`config.mk`:
```
export PLATFORM = sky130hd
export DESIGN_NAME = error_ram_arbiter
export DESIGN_NICKNAME = d
export VERILOG_FILES = /design/src/rtl/error_ram_arb_pkg.sv /design/src/rtl/error_ram_arbiter_rr_arbiter.sv /design/src/rtl/error_ram_arbiter.sv
export SDC_FILE = /design/constraint.sdc
export NUM_CORES = 1
export LEC_CHECK = 0
export ABC_AREA = 0
export CORE_MARGIN = 4
export CORE_UTILIZATION = 39
export CTS_CLUSTER_DIAMETER = 60
export DETAILED_ROUTE_END_ITERATION = 10
export GPL_TIMING_DRIVEN = 0
export PLACE_DENSITY = 0.75
export RECOVER_POWER = 50
export SLEW_MARGIN = 20
export SYNTH_ARGS = -nofsm -noshare
export SYNTH_HDL_FRONTEND = slang
export SYNTH_SLANG_ARGS = --single-unit
```
`constraint.sdc`:
```
create_clock -name clk -period 7.66 [get_ports clk]
set_input_delay 2.298 -clock clk [delete_from_list [all_inputs] [get_ports clk]]
set_output_delay 2.298 -clock clk [all_outputs]
set_load 0.02 [all_outputs]
```
`src/rtl/error_ram_arb_pkg.sv`:
```
// error_ram_arb_pkg
// Shared types and defaults for the error_ram arbiter.
//   ADDR_W_DEF / ERR_W_DEF : default address and error-code widths (match error_ram)
//   rd_state_e             : read sequencer states
//   wr_req_t               : one write request (address + error code) at default widths
package error_ram_arb_pkg;

   localparam int ADDR_W_DEF = 32;
   localparam int ERR_W_DEF  = 10;

   typedef enum logic [1:0] {
      IDLE     = 2'd0,
      RD_ISSUE = 2'd1,
      RD_CAPT  = 2'd2,
      RD_RESP  = 2'd3
   } rd_state_e;

   typedef struct packed {
      logic [ADDR_W_DEF-1:0] addr;
      logic [ERR_W_DEF-1:0]  err;
   } wr_req_t;

endpackage

```
`src/rtl/error_ram_arbiter_rr_arbiter.sv`:
```
// rr_arbiter
// Round-robin arbiter. The search for a grant starts at ptr, which points one
// past the last requester that actually transferred.
// Ports:
//   clk, rst  : clock, async active-high reset (ptr returns to 0)
//   req       : request vector
//   advance   : a transfer took place on the current grant this cycle
//   grant     : one-hot grant (combinational), zero when no request
//   ptr       : search start pointer
module rr_arbiter #(
   parameter  int N  = 4,
   localparam int PW = (N > 1) ? $clog2(N) : 1
) (
   input  logic          clk,
   input  logic          rst,
   input  logic [N-1:0]  req,
   input  logic          advance,
   output logic [N-1:0]  grant,
   output logic [PW-1:0] ptr
);

   logic [PW-1:0] grant_idx;
   logic [PW-1:0] idx;
   logic          found;

   always_comb begin
      grant     = '0;
      grant_idx = '0;
      idx       = '0;
      found     = 1'b0;
      for (int off = 0; off < N; off++) begin
         idx = PW'((int'(ptr) + off) % N);
         if (!found && req[idx]) begin
            grant[idx] = 1'b1;
            grant_idx  = idx;
            found      = 1'b1;
         end
      end
   end

   always_ff @(posedge clk or posedge rst) begin
      if (rst) begin
         ptr <= '0;
      end else if (advance && found) begin
         ptr <= (grant_idx == PW'(N - 1)) ? '0 : grant_idx + 1'b1;
      end
   end

endmodule

```
`src/rtl/error_ram_arbiter.sv`:
```
// error_ram_arbiter
// Front end for error_ram: round-robin shares the RAM write port among NUM_WR
// requesters and runs a single-outstanding read with a response handshake.
// All RAM pins are driven from registers.
// Optional build macro: ERROR_RAM_ARB_STATS_EN adds stat_wr_grants,
// stat_rd_collisions and stat_rd_count.
// Ports:
//   clk, rst                      : clock, async active-high reset
//   wr_valid/wr_ready             : per-requester write handshake
//   wr_addr/wr_err                : per-requester address and error code
//   rd_req_valid/ready/addr       : read request
//   rd_rsp_valid/ready/err        : read response
//   ram_write_*                   : to error_ram write port
//   ram_read_enable/address       : to error_ram read port
//   ram_read_error                : from error_ram, valid one cycle after read_enable
//
// Read sequencer states:
//   state    | meaning
//   IDLE     | ready for a read request
//   RD_ISSUE | RAM samples the registered read request
//   RD_CAPT  | RAM data valid, captured into rd_rsp_err
//   RD_RESP  | response held until rd_rsp_ready
module error_ram_arbiter
   import error_ram_arb_pkg::*;
#(
   parameter int NUM_WR = 4,
   parameter int ADDR_W = ADDR_W_DEF,
   parameter int ERR_W  = ERR_W_DEF
) (
   input  logic                          clk,
   input  logic                          rst,
   input  logic [NUM_WR-1:0]             wr_valid,
   output logic [NUM_WR-1:0]             wr_ready,
   input  logic [NUM_WR-1:0][ADDR_W-1:0] wr_addr,
   input  logic [NUM_WR-1:0][ERR_W-1:0]  wr_err,
   input  logic                          rd_req_valid,
   output logic                          rd_req_ready,
   input  logic [ADDR_W-1:0]             rd_req_addr,
   output logic                          rd_rsp_valid,
   input  logic                          rd_rsp_ready,
   output logic [ERR_W-1:0]              rd_rsp_err,
   output logic                          ram_write_enable,
   output logic [ADDR_W-1:0]             ram_write_address,
   output logic [ERR_W-1:0]              ram_write_error,
   output logic                          ram_read_enable,
   output logic [ADDR_W-1:0]             ram_read_address,
   input  logic [ERR_W-1:0]              ram_read_error
`ifdef ERROR_RAM_ARB_STATS_EN
   ,
   output logic [31:0]                   stat_wr_grants,
   output logic [15:0]                   stat_rd_collisions,
   output logic [15:0]                   stat_rd_count
`endif
);

   localparam int PW = (NUM_WR > 1) ? $clog2(NUM_WR) : 1;

   logic [NUM_WR-1:0] grant;
   logic [PW-1:0]     rr_ptr_unused;  // pointer kept inside the arbiter; only exposed for debug
   logic              wr_xfer;
   logic [ADDR_W-1:0] sel_addr;
   logic [ERR_W-1:0]  sel_err;
   logic              collision;
   logic              rd_xfer;

   rd_state_e         state, state_nxt;
   logic              rd_en_nxt;
   logic [ADDR_W-1:0] rd_addr_nxt;
   logic              rsp_valid_nxt;
   logic [ERR_W-1:0]  rsp_err_nxt;

   rr_arbiter #(.N(NUM_WR)) u_wr_arb (
      .clk     (clk),
      .rst     (rst),
      .req     (wr_valid),
      .advance (wr_xfer),
      .grant   (grant),
      .ptr     (rr_ptr_unused)
   );

   // Grant only goes to a valid requester, so any ready bit is a transfer.
   assign wr_ready = rst ? '0 : grant;
   assign wr_xfer  = |wr_ready;

   always_comb begin
      sel_addr = '0;
      sel_err  = '0;
      for (int i = 0; i < NUM_WR; i++) begin
         if (grant[i]) begin
            sel_addr = wr_addr[i];
            sel_err  = wr_err[i];
         end
      end
   end

   // Accepting a read in the same cycle as a write to that address would have
   // the RAM see both on the same edge; hold the read off one cycle instead.
   assign collision    = (state == IDLE) && wr_xfer && (sel_addr == rd_req_addr);
   assign rd_req_ready = !rst && (state == IDLE) && !collision;
   assign rd_xfer      = rd_req_valid && rd_req_ready;

   always_ff @(posedge clk or posedge rst) begin
      if (rst) begin
         ram_write_enable  <= 1'b0;
         ram_write_address <= '0;
         ram_write_error   <= '0;
      end else begin
         ram_write_enable <= wr_xfer;
         if (wr_xfer) begin
            ram_write_address <= sel_addr;
            ram_write_error   <= sel_err;
         end
      end
   end

   always_ff @(posedge clk or posedge rst) begin
      if (rst) begin
         state            <= IDLE;
         ram_read_enable  <= 1'b0;
         ram_read_address <= '0;
         rd_rsp_valid     <= 1'b0;
         rd_rsp_err       <= '0;
      end else begin
         state            <= state_nxt;
         ram_read_enable  <= rd_en_nxt;
         ram_read_address <= rd_addr_nxt;
         rd_rsp_valid     <= rsp_valid_nxt;
         rd_rsp_err       <= rsp_err_nxt;
      end
   end

   always_comb begin
      state_nxt     = state;
      rd_en_nxt     = 1'b0;
      rd_addr_nxt   = ram_read_address;
      rsp_valid_nxt = rd_rsp_valid;
      rsp_err_nxt   = rd_rsp_err;
      case (state)
         IDLE: begin
            if (rd_xfer) begin
               rd_en_nxt   = 1'b1;
               rd_addr_nxt = rd_req_addr;
               state_nxt   = RD_ISSUE;
            end
         end
         RD_ISSUE: state_nxt = RD_CAPT;
         RD_CAPT: begin
            rsp_err_nxt   = ram_read_error;
            rsp_valid_nxt = 1'b1;
            state_nxt     = RD_RESP;
         end
         RD_RESP: begin
            if (rd_rsp_ready) begin
               rsp_valid_nxt = 1'b0;
               state_nxt     = IDLE;
            end
         end
         default: state_nxt = IDLE;
      endcase
   end

`ifdef ERROR_RAM_ARB_STATS_EN
   always_ff @(posedge clk or posedge rst) begin
      if (rst) begin
         stat_wr_grants     <= '0;
         stat_rd_collisions <= '0;
         stat_rd_count      <= '0;
      end else begin
         if (wr_xfer) begin
            stat_wr_grants <= stat_wr_grants + 32'd1;
         end
         if (collision && rd_req_valid && (stat_rd_collisions != 16'hFFFF)) begin
            stat_rd_collisions <= stat_rd_collisions + 16'd1;
         end
         if ((state == RD_RESP) && rd_rsp_ready) begin
            stat_rd_count <= stat_rd_count + 16'd1;
         end
      end
   end
`endif

endmodule

```
After elaboration in Yosys (flattened, before gate mapping)
Index checks and enable logic that the tools add are counted.

word-level totals
  flip-flop bits (word level) = 91
  input bits = 218
  output and inout port bits = 92

operators by class
  add/subtract/negate cells = 4
  $lt $le $gt $ge = 8
  eq/ne operators = 7
  multiplexer cells = 45
  bitwise operators = 3
  reductions and logical operators = 24

operators with widths
  cell                                                                                  number
  32-bit two-way mux                                                                    4
  10-bit two-way mux                                                                    4
  32-bit == test                                                                        1
  4-bit two-way mux                                                                     5
  1-bit two-way mux                                                                     15
  2-bit two-way mux                                                                     7
  1-bit logical AND                                                                     13
  2-bit by 3-bit < comparator with 1-bit output (second input constant)                 4
  4-bit bitwise OR                                                                      3
  1-bit binary-select mux with 2-bit select                                             4
  1-bit demux with 2-bit select                                                         4
  2-bit by 1-bit greater-or-equal comparator with 1-bit output (second input constant)  4
  2-bit one-hot mux with 4 select lines                                                 1
  2-bit == test (second input constant)                                                 3
  2-bit AND reduction                                                                   3
  1-bit logical NOT                                                                     5
  2-bit by 1-bit adder with 2-bit output (second input constant)                        2
  2-bit adder (second input constant)                                                   2
  2-bit != test (second input constant)                                                 2
  4-bit OR reduction                                                                    1
  2-bit by 1-bit == test with 1-bit output (second input constant)                      1
  2-bit logical NOT                                                                     1
  1-bit one-hot mux with 2 select lines                                                 1
  2-bit nonzero test                                                                    1

Depth between registers and ports, before layout
  word-level depth = 23
  depth in mapped cells = 20
  depth with buffers taken out = 13

Hierarchy
Synthesis repeated with hierarchy kept, for this count alone.

unflattened totals
  cell total of the unflattened synthesis = 550
  area total of the unflattened synthesis = 5326.4 µm²

modules (own cells, without submodules)
  module             instances  cells each  area each (µm²)  seq. area each (µm²)
  error_ram_arbiter  1          501         4835.9           2227.1
  rr_arbiter         1          49          490.5            50.0

Least setup slack after synthesis
OpenSTA, ideal clock, no wires.

  kind = input -> output
  from = in wr_valid[2]
  to = out rd_req_ready
  arrival = 5746 ps
  required time = 5362 ps
  setup slack = -384 ps
  cell stages on the path = 10
  path buffers = 1
  cell sequence = clkbuf_1 mux4_2 o211a_1 or3_1 o311a_1 or4_1 or4_1 nor4_1 nand3b_1 o311a_1

between the ends
  longest elaborated chain between the ends = 20

RTL lines
  item                                       line                                text
  start, declared                            error_ram_arbiter.sv:32             input logic [NUM_WR-1:0] wr_valid,
  1-bit binary-select mux with 2-bit select  error_ram_arbiter_rr_arbiter.sv:33  if (!found && req[idx]) begin
  1-bit two-way mux (not written as such)    error_ram_arbiter_rr_arbiter.sv:33
  1-bit two-way mux                          error_ram_arbiter_rr_arbiter.sv:33
  1-bit logical NOT                          error_ram_arbiter_rr_arbiter.sv:33
  1-bit logical AND                          error_ram_arbiter_rr_arbiter.sv:33
  1-bit two-way mux                          error_ram_arbiter_rr_arbiter.sv:33
  1-bit logical NOT                          error_ram_arbiter_rr_arbiter.sv:33
  1-bit logical AND                          error_ram_arbiter_rr_arbiter.sv:33
  1-bit two-way mux                          error_ram_arbiter_rr_arbiter.sv:33
  1-bit logical NOT                          error_ram_arbiter_rr_arbiter.sv:33
  1-bit logical AND                          error_ram_arbiter_rr_arbiter.sv:33
  4-bit two-way mux *                        error_ram_arbiter_rr_arbiter.sv:33
  32-bit two-way mux (4 in a row)            error_ram_arbiter.sv:89             if (grant[i]) begin
  32-bit == test                             error_ram_arbiter.sv:98             assign collision = (state == IDLE) && wr_xfer && (sel_addr == rd_req_addr);
  1-bit logical AND *                        error_ram_arbiter.sv:98
  1-bit logical NOT *                        error_ram_arbiter.sv:99             assign rd_req_ready = !rst && (state == IDLE) && !collision;
  1-bit logical AND *                        error_ram_arbiter.sv:99
  end, declared                              error_ram_arbiter.sv:37             output logic rd_req_ready,

Every way passes the cells marked *; elsewhere a longest branch is shown, timed or not. The select of a mux whose other input is x is not followed.

Worst setup path in the final report
  from = in wr_valid[3]
  to = out rd_req_ready

Same word-level chain as after synthesis.

==> metrics.md <==
| Metric | Value |
|---|---|
| Share of the synthesized area in the top cell type | `32.7%` |
| CP Max Fanout | `10` |
| Outcome | `finished with violations` |
| WP data arrival | `6.05 ns` |
| Violated checks | `max-capacitance violations, max-slew violations, negative setup slack` |
| Final worst slack | `-0.690 ns` |
| Total Wirelength | `39,200 um` |
| Final Cycle Share | `109%` |
| Worst vdd ir | `0.311 mV` |
| Initial antenna violation count | `1` |
| Clock Latency Late Sink | `0.36 ns` |
| Die Width | `142 um` |
| Syn-to-layout area delta | `74.0%` |
| Core area | `17,400 sq um` |
| Num ports | `310` |
| Cell area after layout | `12,100 sq um` |
| Tmin final | `8.35 ns` |
| Routability cong. | `1.00` |
| Final-report hold violation count | `0` |
| Cell Rows | `48` |
| Largest cells by area after synthesis | `dfrtp_1 33%, mux2_1 4.5%, o211ai_1 3.6%, nand2_1 3.5%, nor2_1 3.0%` |
| Max Freq | `120 MHz` |
| CP Capture Type | `primary output` |
| Final setup fails | `29` |
| Post-DP HPWL | `28,900 um` |
| Routed WL per cell | `27.3 um` |
| Crit Path Class | `in2out` |
| DP Worst Slack | `-2.47 ns` |
| CP Data Required Time | `5.36 ns` |
| Synth unique cells | `70` |
| Starting DRT DRC Count | `1,227` |
| Layout Utilization | `69.7%` |
| CTS tree | `yes` |
| Tot GR Track Use | `37.4%` |
| Port buffer count | `308` |
| Sequential share of power | `13.6%` |
| Reg clk slew, reported paths | `0.07 ns` |
| EDFF count, synth | `0` |
| Total gr overflow | `0` |
| Min-delay worst type | `reg2reg` |
| Final ANT Viol Nets | `0` |
| PwrDens | `531 nW/um^2` |
| Root Driver | `clkbuf_16` |
| Number of H-tree levels | `3` |
| Most used DFF post-synth | `dfrtp_1` |
| Worst slew pin tran | `1.74 ns` |
| Num CTS Buffers | `9` |
| Filler cell count | `1,404` |
| Synth Instances | `814` |
| Clock network fraction of total power | `7.4%` |
| Seq/Total Area, Yosys | `32.7%` |
| Max Slew Vio Count | `32` |
| Critical Path Source Type | `input port` |
| Unrepaired setup endpoints after global routing | `yes` |
| Hold buffer count at CTS | `0` |
| Comb power frac | `79.0%` |
| Placed Area | `10,400 sq um` |
| YS warnings | `0` |
| Hold_ws | `0.485 ns` |
| Syn avg cell area | `8.56 sq um` |
| Async SR Flop Fraction | `100%` |
| Net Switching | `0.00336 W` |
| Vias in the first global route | `9,259` |
| P_leak | `5.01 nW` |
| Die height | `142 um` |
| CTS Sinks | `91` |
| Share of layout cells above drive strength 1 | `19.7%` |
| Synth Register Bits | `91` |
| Yosys top cell by area | `dfrtp_1` |
| Cell area after synthesis | `6970 sq um` |
| Clk buf depth | `2` |
| Number of max-cap violations | `1` |
| Syn_nets | `1,043` |
| DR vias | `9,315` |
| P_int | `0.00307 W` |
| Fin nets | `1,434` |
| Headroom to the max-slew limit | `-16.5%` |
| Clock Skew | `0.00895 ns` |
| Largest net degree at the start of global routing | `63` |
| Initial core utilization | `40.0%` |
| First-pass GRT wire length | `56,700 um` |
| Die footprint | `20,100 sq um` |
| Switch share | `52.3%` |
| Routed vias/inst | `6.49` |
| DR pass1 iterations | `7` |
| Residual DRC count | `0` |
| Pwr Total | `0.00644 W` |
placed cells by master (no fill, tap or decap), drive strengths merged, types with 8 or more instances in the layout:
cell type / n
a21oi: 31
a221oi: 15
a31oi: 24
and3: 10
buf: 99
clkbuf: 48
clkdlybuf4s50: 273
dfrtp: 91
dlygate4sd3: 29
ha: 11
inv: 50
mux2: 46
mux2i: 10
nand2: 65
nand2b: 10
nand3: 8
nand3b: 10
nand4: 20
nor2: 56
nor3: 20
nor4: 14
o2111ai: 15
o211ai: 33
o21a: 8
o21ai: 38
o221ai: 15
o22ai: 18
o31a: 10
o31ai: 18
xor2: 10
worst paths after layout:
kind                                                 from                           endpoint  slack, ns  depth (start not counted)
max in group asynchronous                             rst          ram_read_enable$_DFF_PP0_       3.73                          3
min reg2reg                ram_write_error[6]$_DFFE_PP0P_     ram_write_error[6]$_DFFE_PP0P_       0.48                          2
min in group asynchronous                             rst  ram_write_address[13]$_DFFE_PP0P_       3.00                          2
max                                           wr_valid[3]                       rd_req_ready      -0.69                         15
min                        ram_write_error[6]$_DFFE_PP0P_     ram_write_error[6]$_DFFE_PP0P_       0.48                          2
max reg2reg                   u_wr_arb.ptr[0]$_DFFE_PP0P_   ram_read_address[28]$_DFFE_PP0P_       0.12                         34
power by group through the flow:
stage,clock network (W),logic [W],registers (W)
5_1_grt,0.000495,0.00530,0.000903
3_5_place_dp,0,0.00418,0.000876
4_1_cts,0.000475,0.00477,0.000873
6_report,0.000477,0.00508,0.000877
2_1_floorplan,0,0.00223,0.00114
3_3_place_gp,0,0.00415,0.000864
critical path, cell delays in order:
cell and delay [ns]:
buf_6 0.10, buf_6 0.12, mux4_2 0.52, buf_4 0.17
o211a_4 0.25, buf_4 0.15, nor3_4 0.43, clkbuf_8 0.30
clkbuf_1 0.43, nor2_1 0.14, nor4_2 0.48, nor4b_2 0.13
nand4b_1 0.20, o311a_1 0.21, buf_6 0.12
state kept, by name, summed over array words and instances, names as in the netlist:
signal / count
rd_rsp_err: 10
ram_read_enable: 1
ram_write_address: 32
u_wr_arb.ptr: 2
ram_write_enable: 1
ram_read_address: 32
rd_rsp_valid: 1
ram_write_error: 10
state: 2
metal layers:
metal  vias to the layer above  global-route usage, %  wire length, um
li1                       3939                      -                -
met3                       184                   11.9             5060
met1                      4431                   46.8            14500
met5                         -                      0                0
met4                         0                   17.2             2040
met2                       761                   58.7            17700
layout make-up:
cell class	instances	area [sq um]	area share (%)
Buffer	61	464	3.83
Antenna cell	1	2.50	0.0206
Timing Repair Buffer	380	3850	31.7
Sequential cell	91	2280	18.8
Clock inverter	6	71.3	0.588
Inverter	50	189	1.56
Clock buffer	10	229	1.89
Multi-Input combinational cell	612	4770	39.3
Tap cell	225	282	2.32
cell usage after synthesis (4+ instances only):
| cell | instances |
|---|---|
| buf_2 | 11 |
| o31a_1 | 10 |
| o21ai_0 | 38 |
| nand2b_1 | 10 |
| o221ai_1 | 15 |
| inv_1 | 49 |
| nor4_1 | 14 |
| nor2b_1 | 6 |
| buf_1 | 4 |
| o21a_1 | 8 |
| dfrtp_1 | 91 |
| or3_1 | 7 |
| a21oi_1 | 31 |
| a2111oi_0 | 5 |
| ha_1 | 11 |
| a31oi_1 | 24 |
| or4_1 | 5 |
| a311o_1 | 4 |
| mux2_2 | 18 |
| and3_1 | 10 |
| o311ai_0 | 5 |
| o22a_1 | 4 |
| nand2_1 | 65 |
| a21o_1 | 6 |
| nand3_1 | 8 |
| nand3b_1 | 10 |
| mux2i_1 | 9 |
| nor2_1 | 56 |
| a221oi_1 | 15 |
| nand4_1 | 20 |
| xnor2_1 | 5 |
| clkbuf_1 | 44 |
| o2111ai_1 | 15 |
| or3b_2 | 5 |
| nor3_1 | 20 |
| o211ai_1 | 33 |
| xor2_1 | 10 |
| o31ai_1 | 18 |
| mux2_1 | 28 |
| o22ai_1 | 18 |
per-stage QoR:
stage	std cells	TNS (ns)
floorplan	814	-0.195
global placement	1347	-34.81
CTS	1430	-0.938
finish	1436	-3.57
global route	1436	-6.99
detailed placement	1348	-24.30
timing repair:
item / CTS / global route
resized for setup: 195 / 28
setup buffers: 83 / 10
pin swaps: 24 / 13
gates cloned: 4 / 0
setup endpoints to repair: 33 / 36
cells by family after synthesis:
group                    synth area share, %
flip-flops                              32.7
XOR/XNOR                                1.88
AO/OA/AOI/OAI                           29.9
adder cells (fa/ha/maj)                 1.97
buffers and inverters                   6.55
multiplexers                            9.24
AND/OR/NAND/NOR                         17.8
Power figures use the tool's default switching activity.
